==> src/rtl/cam_pattern_tx_if.sv <==
// ----------------------------------------------------------------------------
// cam_pattern_tx_if: OV7670-style camera bus (pclk, vsync, href, byte data). Rev 1.0
// ----------------------------------------------------------------------------
`default_nettype none

interface cam_pattern_tx_if;
  logic       pclk_out;
  logic       vsync;
  logic       href;
  logic [7:0] data_out;

  modport master (
    output pclk_out,
    output vsync,
    output href,
    output data_out
  );

  modport slave (
    input pclk_out,
    input vsync,
    input href,
    input data_out
  );
endinterface

`default_nettype wire

==> src/rtl/cam_pattern_tx.sv <==
// ----------------------------------------------------------------------------
// cam_pattern_tx: YUV422 test-pattern camera source; CAM_TX_MARKER_EN adds a square marker. Rev 1.0
// ----------------------------------------------------------------------------
`default_nettype none

module cam_pattern_tx #(
  parameter int H_ACTIVE    = 640,
  parameter int V_ACTIVE    = 480,
  parameter int H_BLANK     = 144,
  parameter int VSYNC_LINES = 3,
  parameter int VBP_LINES   = 17,
  parameter int VFP_LINES   = 10
) (
  input  wire logic        clk,
  input  wire logic        reset_n,
  input  wire logic        start,
  input  wire logic        continuous,
  input  wire logic [1:0]  pattern_sel,
  input  wire logic [7:0]  level,
  input  wire logic [9:0]  marker_x,
  input  wire logic [8:0]  marker_y,
  input  wire logic [5:0]  marker_r,
  cam_pattern_tx_if.master cam,
  output logic             busy,
  output logic             frame_done
);

  localparam int LINE_LEN = 2 * H_ACTIVE + H_BLANK;
  localparam int HREF_LEN = 2 * H_ACTIVE;
  localparam int CW       = $clog2(LINE_LEN + 1);
  localparam int MAX_A    = (V_ACTIVE > VSYNC_LINES) ? V_ACTIVE : VSYNC_LINES;
  localparam int MAX_B    = (VBP_LINES > VFP_LINES) ? VBP_LINES : VFP_LINES;
  localparam int MAX_L    = (MAX_A > MAX_B) ? MAX_A : MAX_B;
  localparam int LW       = $clog2(MAX_L + 1);

  localparam logic [2:0] S_IDLE   = 3'd0;
  localparam logic [2:0] S_VSYNC  = 3'd1;
  localparam logic [2:0] S_VBP    = 3'd2;
  localparam logic [2:0] S_ACTIVE = 3'd3;
  localparam logic [2:0] S_VFP    = 3'd4;

  logic [2:0]    r_state;
  logic [2:0]    w_state_nxt;
  logic          r_pclk;
  logic [CW-1:0] r_col;
  logic [LW-1:0] r_line;
  logic [LW-1:0] w_state_last;
  logic [9:0]    r_x;
  logic [8:0]    r_y;
  logic [1:0]    r_pat;
  logic [7:0]    r_level;
  logic          r_frame_done;
  logic          w_tick;
  logic          w_line_end;
  logic          w_state_end;
  logic          w_enter_vsync;
  logic          w_href;
  logic [7:0]    w_luma;

  // A byte period advances on the clk edge that takes pclk_out from 1 to 0.
  assign w_tick        = (r_state != S_IDLE) && r_pclk;
  assign w_line_end    = w_tick && (r_col == CW'(LINE_LEN - 1));
  assign w_state_end   = w_line_end && (r_line == w_state_last);
  assign w_enter_vsync = ((r_state == S_IDLE) && start) ||
                         ((r_state == S_VFP) && w_state_end && continuous);
  assign w_href        = (r_state == S_ACTIVE) && (r_col < CW'(HREF_LEN));

  always_comb begin
    w_state_last = '0;
    case (r_state)
      S_VSYNC:  w_state_last = LW'(VSYNC_LINES - 1);
      S_VBP:    w_state_last = LW'(VBP_LINES - 1);
      S_ACTIVE: w_state_last = LW'(V_ACTIVE - 1);
      S_VFP:    w_state_last = LW'(VFP_LINES - 1);
      default:  w_state_last = '0;
    endcase
  end

  // FSM state register
  always_ff @(posedge clk or negedge reset_n) begin
    if (!reset_n) begin
      r_state <= S_IDLE;
    end else begin
      r_state <= w_state_nxt;
    end
  end

  // FSM next-state logic
  always_comb begin
    w_state_nxt = r_state;
    case (r_state)
      S_IDLE:   if (start)       w_state_nxt = S_VSYNC;
      S_VSYNC:  if (w_state_end) w_state_nxt = S_VBP;
      S_VBP:    if (w_state_end) w_state_nxt = S_ACTIVE;
      S_ACTIVE: if (w_state_end) w_state_nxt = S_VFP;
      S_VFP:    if (w_state_end) w_state_nxt = continuous ? S_VSYNC : S_IDLE;
      default:  w_state_nxt = S_IDLE;
    endcase
  end

  // Period/line counters and pixel clock
  always_ff @(posedge clk or negedge reset_n) begin
    if (!reset_n) begin
      r_pclk       <= 1'b0;
      r_col        <= '0;
      r_line       <= '0;
      r_frame_done <= 1'b0;
    end else begin
      r_pclk       <= (r_state != S_IDLE) ? ~r_pclk : 1'b0;
      r_frame_done <= (r_state == S_VFP) && w_state_end;
      if (r_state == S_IDLE) begin
        r_col  <= '0;
        r_line <= '0;
      end else if (w_tick) begin
        r_col <= w_line_end ? '0 : r_col + CW'(1);
        if (w_state_end) begin
          r_line <= '0;
        end else if (w_line_end) begin
          r_line <= r_line + LW'(1);
        end
      end
    end
  end

  // Pixel coordinates, only meaningful in ACTIVE
  always_ff @(posedge clk or negedge reset_n) begin
    if (!reset_n) begin
      r_x <= '0;
      r_y <= '0;
    end else if (r_state != S_ACTIVE) begin
      r_x <= '0;
      r_y <= '0;
    end else if (w_tick) begin
      if (w_href && r_col[0]) begin
        r_x <= (r_x == 10'(H_ACTIVE - 1)) ? '0 : r_x + 10'd1;
      end
      if (w_line_end) begin
        r_y <= (r_y == 9'(V_ACTIVE - 1)) ? '0 : r_y + 9'd1;
      end
    end
  end

  // Frame settings are frozen for the whole frame at VSYNC entry.
  always_ff @(posedge clk or negedge reset_n) begin
    if (!reset_n) begin
      r_pat   <= '0;
      r_level <= '0;
    end else if (w_enter_vsync) begin
      r_pat   <= pattern_sel;
      r_level <= level;
    end
  end

`ifdef CAM_TX_MARKER_EN
  logic [9:0] r_mx;
  logic [8:0] r_my;
  logic [5:0] r_mr;
  logic [9:0] w_dx;
  logic [8:0] w_dy;
  logic       w_in_marker;

  always_ff @(posedge clk or negedge reset_n) begin
    if (!reset_n) begin
      r_mx <= '0;
      r_my <= '0;
      r_mr <= '0;
    end else if (w_enter_vsync) begin
      r_mx <= marker_x;
      r_my <= marker_y;
      r_mr <= marker_r;
    end
  end

  assign w_dx        = (r_x >= r_mx) ? (r_x - r_mx) : (r_mx - r_x);
  assign w_dy        = (r_y >= r_my) ? (r_y - r_my) : (r_my - r_y);
  assign w_in_marker = (w_dx <= {4'b0000, r_mr}) && (w_dy <= {3'b000, r_mr});
`else
  logic w_marker_unused;
  assign w_marker_unused = ^{marker_x, marker_y, marker_r};
`endif

  always_comb begin
    w_luma = 8'h00;
    case (r_pat)
      2'd0:    w_luma = r_x[7:0];
      2'd1:    w_luma = r_y[7:0];
      2'd2:    w_luma = (r_x[3] ^ r_y[3]) ? 8'hFF : 8'h00;
      default: w_luma = r_level;
    endcase
`ifdef CAM_TX_MARKER_EN
    if (w_in_marker) begin
      w_luma = 8'hFF;
    end
`endif
  end

  // FSM outputs, decoded from registers that move only on pclk falling edges
  always_comb begin
    busy         = (r_state != S_IDLE);
    cam.vsync    = (r_state == S_VSYNC);
    cam.href     = w_href;
    cam.data_out = 8'h00;
    if (w_href) begin
      cam.data_out = r_col[0] ? 8'h80 : w_luma;
    end
  end

  assign cam.pclk_out = r_pclk;
  assign frame_done   = r_frame_done;

endmodule

`default_nettype wire

==> src/flat_wrapper.sv <==
// flat-port wrapper written by rule: the top's interface ports become plain ports
module cam_pattern_tx_flat 
#(
  parameter int H_ACTIVE    = 640,
  parameter int V_ACTIVE    = 480,
  parameter int H_BLANK     = 144,
  parameter int VSYNC_LINES = 3,
  parameter int VBP_LINES   = 17,
  parameter int VFP_LINES   = 10
)
  (clk, reset_n, start, continuous, pattern_sel, level, marker_x, marker_y, marker_r, busy, frame_done, cam_pclk_out, cam_vsync, cam_href, cam_data_out);
  cam_pattern_tx_if cam_i ();
  input  wire logic clk;
  input  wire logic reset_n;
  input  wire logic start;
  input  wire logic continuous;
  input  wire logic [1:0] pattern_sel;
  input  wire logic [7:0] level;
  input  wire logic [9:0] marker_x;
  input  wire logic [8:0] marker_y;
  input  wire logic [5:0] marker_r;
  output logic busy;
  output logic frame_done;
  output wire logic [$bits(cam_i.pclk_out)-1:0] cam_pclk_out;
  output wire logic [$bits(cam_i.vsync)-1:0] cam_vsync;
  output wire logic [$bits(cam_i.href)-1:0] cam_href;
  output wire logic [$bits(cam_i.data_out)-1:0] cam_data_out;
  assign cam_pclk_out = cam_i.pclk_out;
  assign cam_vsync = cam_i.vsync;
  assign cam_href = cam_i.href;
  assign cam_data_out = cam_i.data_out;
  cam_pattern_tx #(.H_ACTIVE(H_ACTIVE), .V_ACTIVE(V_ACTIVE), .H_BLANK(H_BLANK), .VSYNC_LINES(VSYNC_LINES), .VBP_LINES(VBP_LINES), .VFP_LINES(VFP_LINES)) u_core (.clk(clk), .reset_n(reset_n), .start(start), .continuous(continuous), .pattern_sel(pattern_sel), .level(level), .marker_x(marker_x), .marker_y(marker_y), .marker_r(marker_r), .cam(cam_i), .busy(busy), .frame_done(frame_done));
endmodule
==> config.mk <==
export PLATFORM = sky130hd
export DESIGN_NAME = cam_pattern_tx_flat
export DESIGN_NICKNAME = d
export VERILOG_FILES = /design/src/rtl/cam_pattern_tx_if.sv /design/src/rtl/cam_pattern_tx.sv /design/src/flat_wrapper.sv
export SDC_FILE = /design/constraint.sdc
export NUM_CORES = 1
export LEC_CHECK = 0
export CAP_MARGIN = 20
export CORE_ASPECT_RATIO = 0.8
export CORE_UTILIZATION = 35
export CTS_CLUSTER_DIAMETER = 200
export DETAILED_ROUTE_END_ITERATION = 6
export MAX_ROUTING_LAYER = met4
export PLACE_DENSITY = 0.56
export SLEW_MARGIN = 20
export SYNTH_ARGS = -nofsm -noshare
export SYNTH_HDL_FRONTEND = slang
export SYNTH_SLANG_ARGS = --single-unit
==> constraint.sdc <==
create_clock -name clk -period 2.3 [get_ports clk]
set_input_delay 0.345 -clock clk [delete_from_list [all_inputs] [get_ports clk]]
set_output_delay 0.345 -clock clk [all_outputs]
set_load 0.02 [all_outputs]
==> impl_metrics.ini <==
[status]
status = completed

[drt]
dr.pass1.iters = 5
routedWlPerCell_um = 15.9
vias = 3130
drt_iter0_drc = 205
drc = 0
totalWireLength_um = 8750
viasPerCell = 5.70
ant_nets = 0

[sta]
setup_slack_ns = 0.128
period_minus_slack_ns = 2.17
drv_slew = 0
clock.fmax_mhz = 461
min_period_over_period = 0.944
final-hold-violation-count = 0
worst_pin_slew_ns = 0.702
rsz0062_at_grt = false
finClkSkew_ns = 0.00492
slew_headroom = 0.532
setup_violations = 0

[run]
max-cap-violations = 0

[power]
p_leak_nw = 1.87
vdd_ir_drop_max_mv = 0.279
p_per_area_mw_per_mm2 = 497

[grt]
grt_first_pass_wirelength_um = 14700
first_global_vias = 2844
grtUsageTotal = 0.185
grt_max_degree = 55
antenna_found_initial = 0
grt-ovfl-total = 0

[clocking]
ctsRootBufferMaster = clkbuf_16
holdBufCountCts = 0
cts.clk_slew.worst_paths_ns = 0.07
htreeDepth = 2
cts.sinks = 54
cts_buffer_depth = 2
worst_skew_pair.late_latency_ns = 0.29
cts_buffers = 5
cts_tree = built

[min_path]
min_path_type = in -> async

[yosys]
yosys_most_used_dff = dfrtp_1
avgSynthCellArea_sq_um = 8.80
synth.area.top_cells = dfrtp_1 (40%), o21ai_0 (4.4%), nand2_1 (4.3%)
syn-num-nets = 430
synthesis.area_sq_mm = 0.00341
yosys.area.top_type = dfrtp_1
ys_seq_area_frac = 0.397
synth_edf_count = 0
ys_seq_elements = 54
yosys_warnings = 0
synth_top_area_frac = 0.397
yosysUniqueCellTypes = 61
async_reset_ff_frac = 1.00
syn_inst = 387

[worst_setup_path]
crit_path_end_kind = flop
critPathMaxFanout = 7
critPathTopFamily = simple AND/OR/NAND/NOR gates
cp-start-kind = flop
path_buf_inv = 1
required_ns = 2.48
critPathMaxStageDelay_ns = 0.56
cp.arrival_ns = 2.35
slowest_stage = or4b_4
crit_chain = buf_4 -> or4b_4 -> nor3_4 -> a21oi_2 -> or2_1 -> o41ai_2
crit_type = reg -> reg

[floorplanning]
core_area_sq_mm = 0.00923
initial_core_util = 0.369
core.rowCount = 31
die_height_um = 90.2
die_area_sq_mm = 0.0101
die_x_um = 112
io_pins = 52

[placement]
place.gp.congestion = 0.845
hpwlAfterDp_um = 6180
dp.cells = 540
post-place-ws_ns = -0.0305
place_area_sq_mm = 0.00397
io_buffer_count = 26

[cells_and_area]
fin_cells = 549
finalNetCount = 476
n_antenna_cell = 0
final_cell_mix = dfrtp_1 (53), nand2_1 (38), nor2_1 (36)
utilization = 0.446
final_common_cell = dfrtp_1
fillerInstances = 937
layout-drive-gt1-share = 0.159
synthToLayoutAreaGrowth_pct = 20.9
postLayoutCellArea_sq_mm = 0.00412
[through the flow]
stage,total power [mW],TNS (ns),hold slack (ns)
6_report,2.05,0,0.191
5_1_grt,2.15,0,0.260
4_1_cts,2.07,0,0.220
3_5_place_dp,1.30,-0.0468,0.514
3_3_place_gp,1.30,0,0.522
2_1_floorplan,1.20,0,0.0494
[power by group]
part / leakage [nW] / internal [mW] / switching, mW
combinational: 1.11 / 0.103 / 0.122
clock: 0.0739 / 0.433 / 0.332
sequential: 0.685 / 0.997 / 0.0599
total: 1.87 / 1.53 / 0.514
[registers in the layout, summed over array words and instances, names as in the netlist]
register             flops
u_core.r_line            9
u_core.r_level           8
u_core.r_y               9
u_core.r_col            11
u_core.r_pat             2
u_core.cam.pclk_out      1
u_core.frame_done        1
u_core.r_x              10
u_core.r_state           3
[cell usage after synthesis (3+ instances only)]
master    number
dfrtp_1       54
nand2_1       39
nor2_1        36
o21ai_0       30
nand3_1       21
clkbuf_1      16
nand4_1       14
xor2_1        14
inv_1         12
o211ai_1      12
a22oi_1       10
and3_1         9
nor3_1         9
a21oi_1        7
o22ai_1        7
o31ai_1        7
xnor2_1        7
a221oi_1       6
ha_1           4
mux2i_1        4
nand2b_1       4
nor4_1         4
a211o_1        3
and4b_1        3
nor3b_1        3
[logic make-up (layout without fill, tap and decap cells)]
family | Yosys count | count (layout) | synth area share
muxes | 5 | 5 | 0.0151
buffers and inverters | 37 | 84 | 0.0540
and+or+nand+nor | 162 | 162 | 0.252
xor gates and xnor gates | 21 | 21 | 0.0540
adders and majority gates | 4 | 4 | 0.0147
AOI/OAI and AO/OA | 104 | 104 | 0.214
DFF | 54 | 54 | 0.397
[path summary, 6_finish.rpt]
| path | start | to | slack (ns) | depth (start not counted) |
|---|---|---|---|---|
| max in group asynchronous | reset_n | u_core.r_pat[0]$_DFFE_PN0P_ | 1.60 | 2 |
| hold / removal | reset_n | u_core.r_col[7]$_DFFE_PN0P_ | 0.19 | 2 |
| setup / recovery | u_core.r_col[9]$_DFFE_PN0P_ | u_core.r_y[5]$_DFFE_PN0P_ | 0.13 | 6 |
| hold reg to reg | u_core.r_x[9]$_DFFE_PN0P_ | u_core.r_x[9]$_DFFE_PN0P_ | 0.53 | 2 |
| setup reg to reg | u_core.r_col[9]$_DFFE_PN0P_ | u_core.r_y[5]$_DFFE_PN0P_ | 0.13 | 6 |
| min in group clk | u_core.r_x[9]$_DFFE_PN0P_ | u_core.r_x[9]$_DFFE_PN0P_ | 0.53 | 2 |
[layout make-up]
cell class                 instances  area (sq um)  share of cell area
clock buffer                       7           143              0.0346
clock inverter                     1          5.00             0.00122
inverter                          13          48.8              0.0118
multi-input combinational        296          1900               0.462
sequential                        54          1350               0.328
tap                              115           144              0.0349
timing repair buffer              63           524               0.127
[repair_timing]
action,CTS,global route
gates resized for setup,18,22
pin swaps,0,1
buffers inserted,0,1
hold endpoints to repair,0,0
endpoints found under the setup margin,8,10
[per-layer routing]
metal | global-route usage | vias up | wire, um
met5 | - | - | 0
met4 | 0.0400 | 0 | 59
met3 | 0.0249 | 7 | 364
met2 | 0.269 | 75 | 3790
met1 | 0.274 | 1510 | 4530
li1 | - | 1538 | -
(Power assumes the default switching activity.)
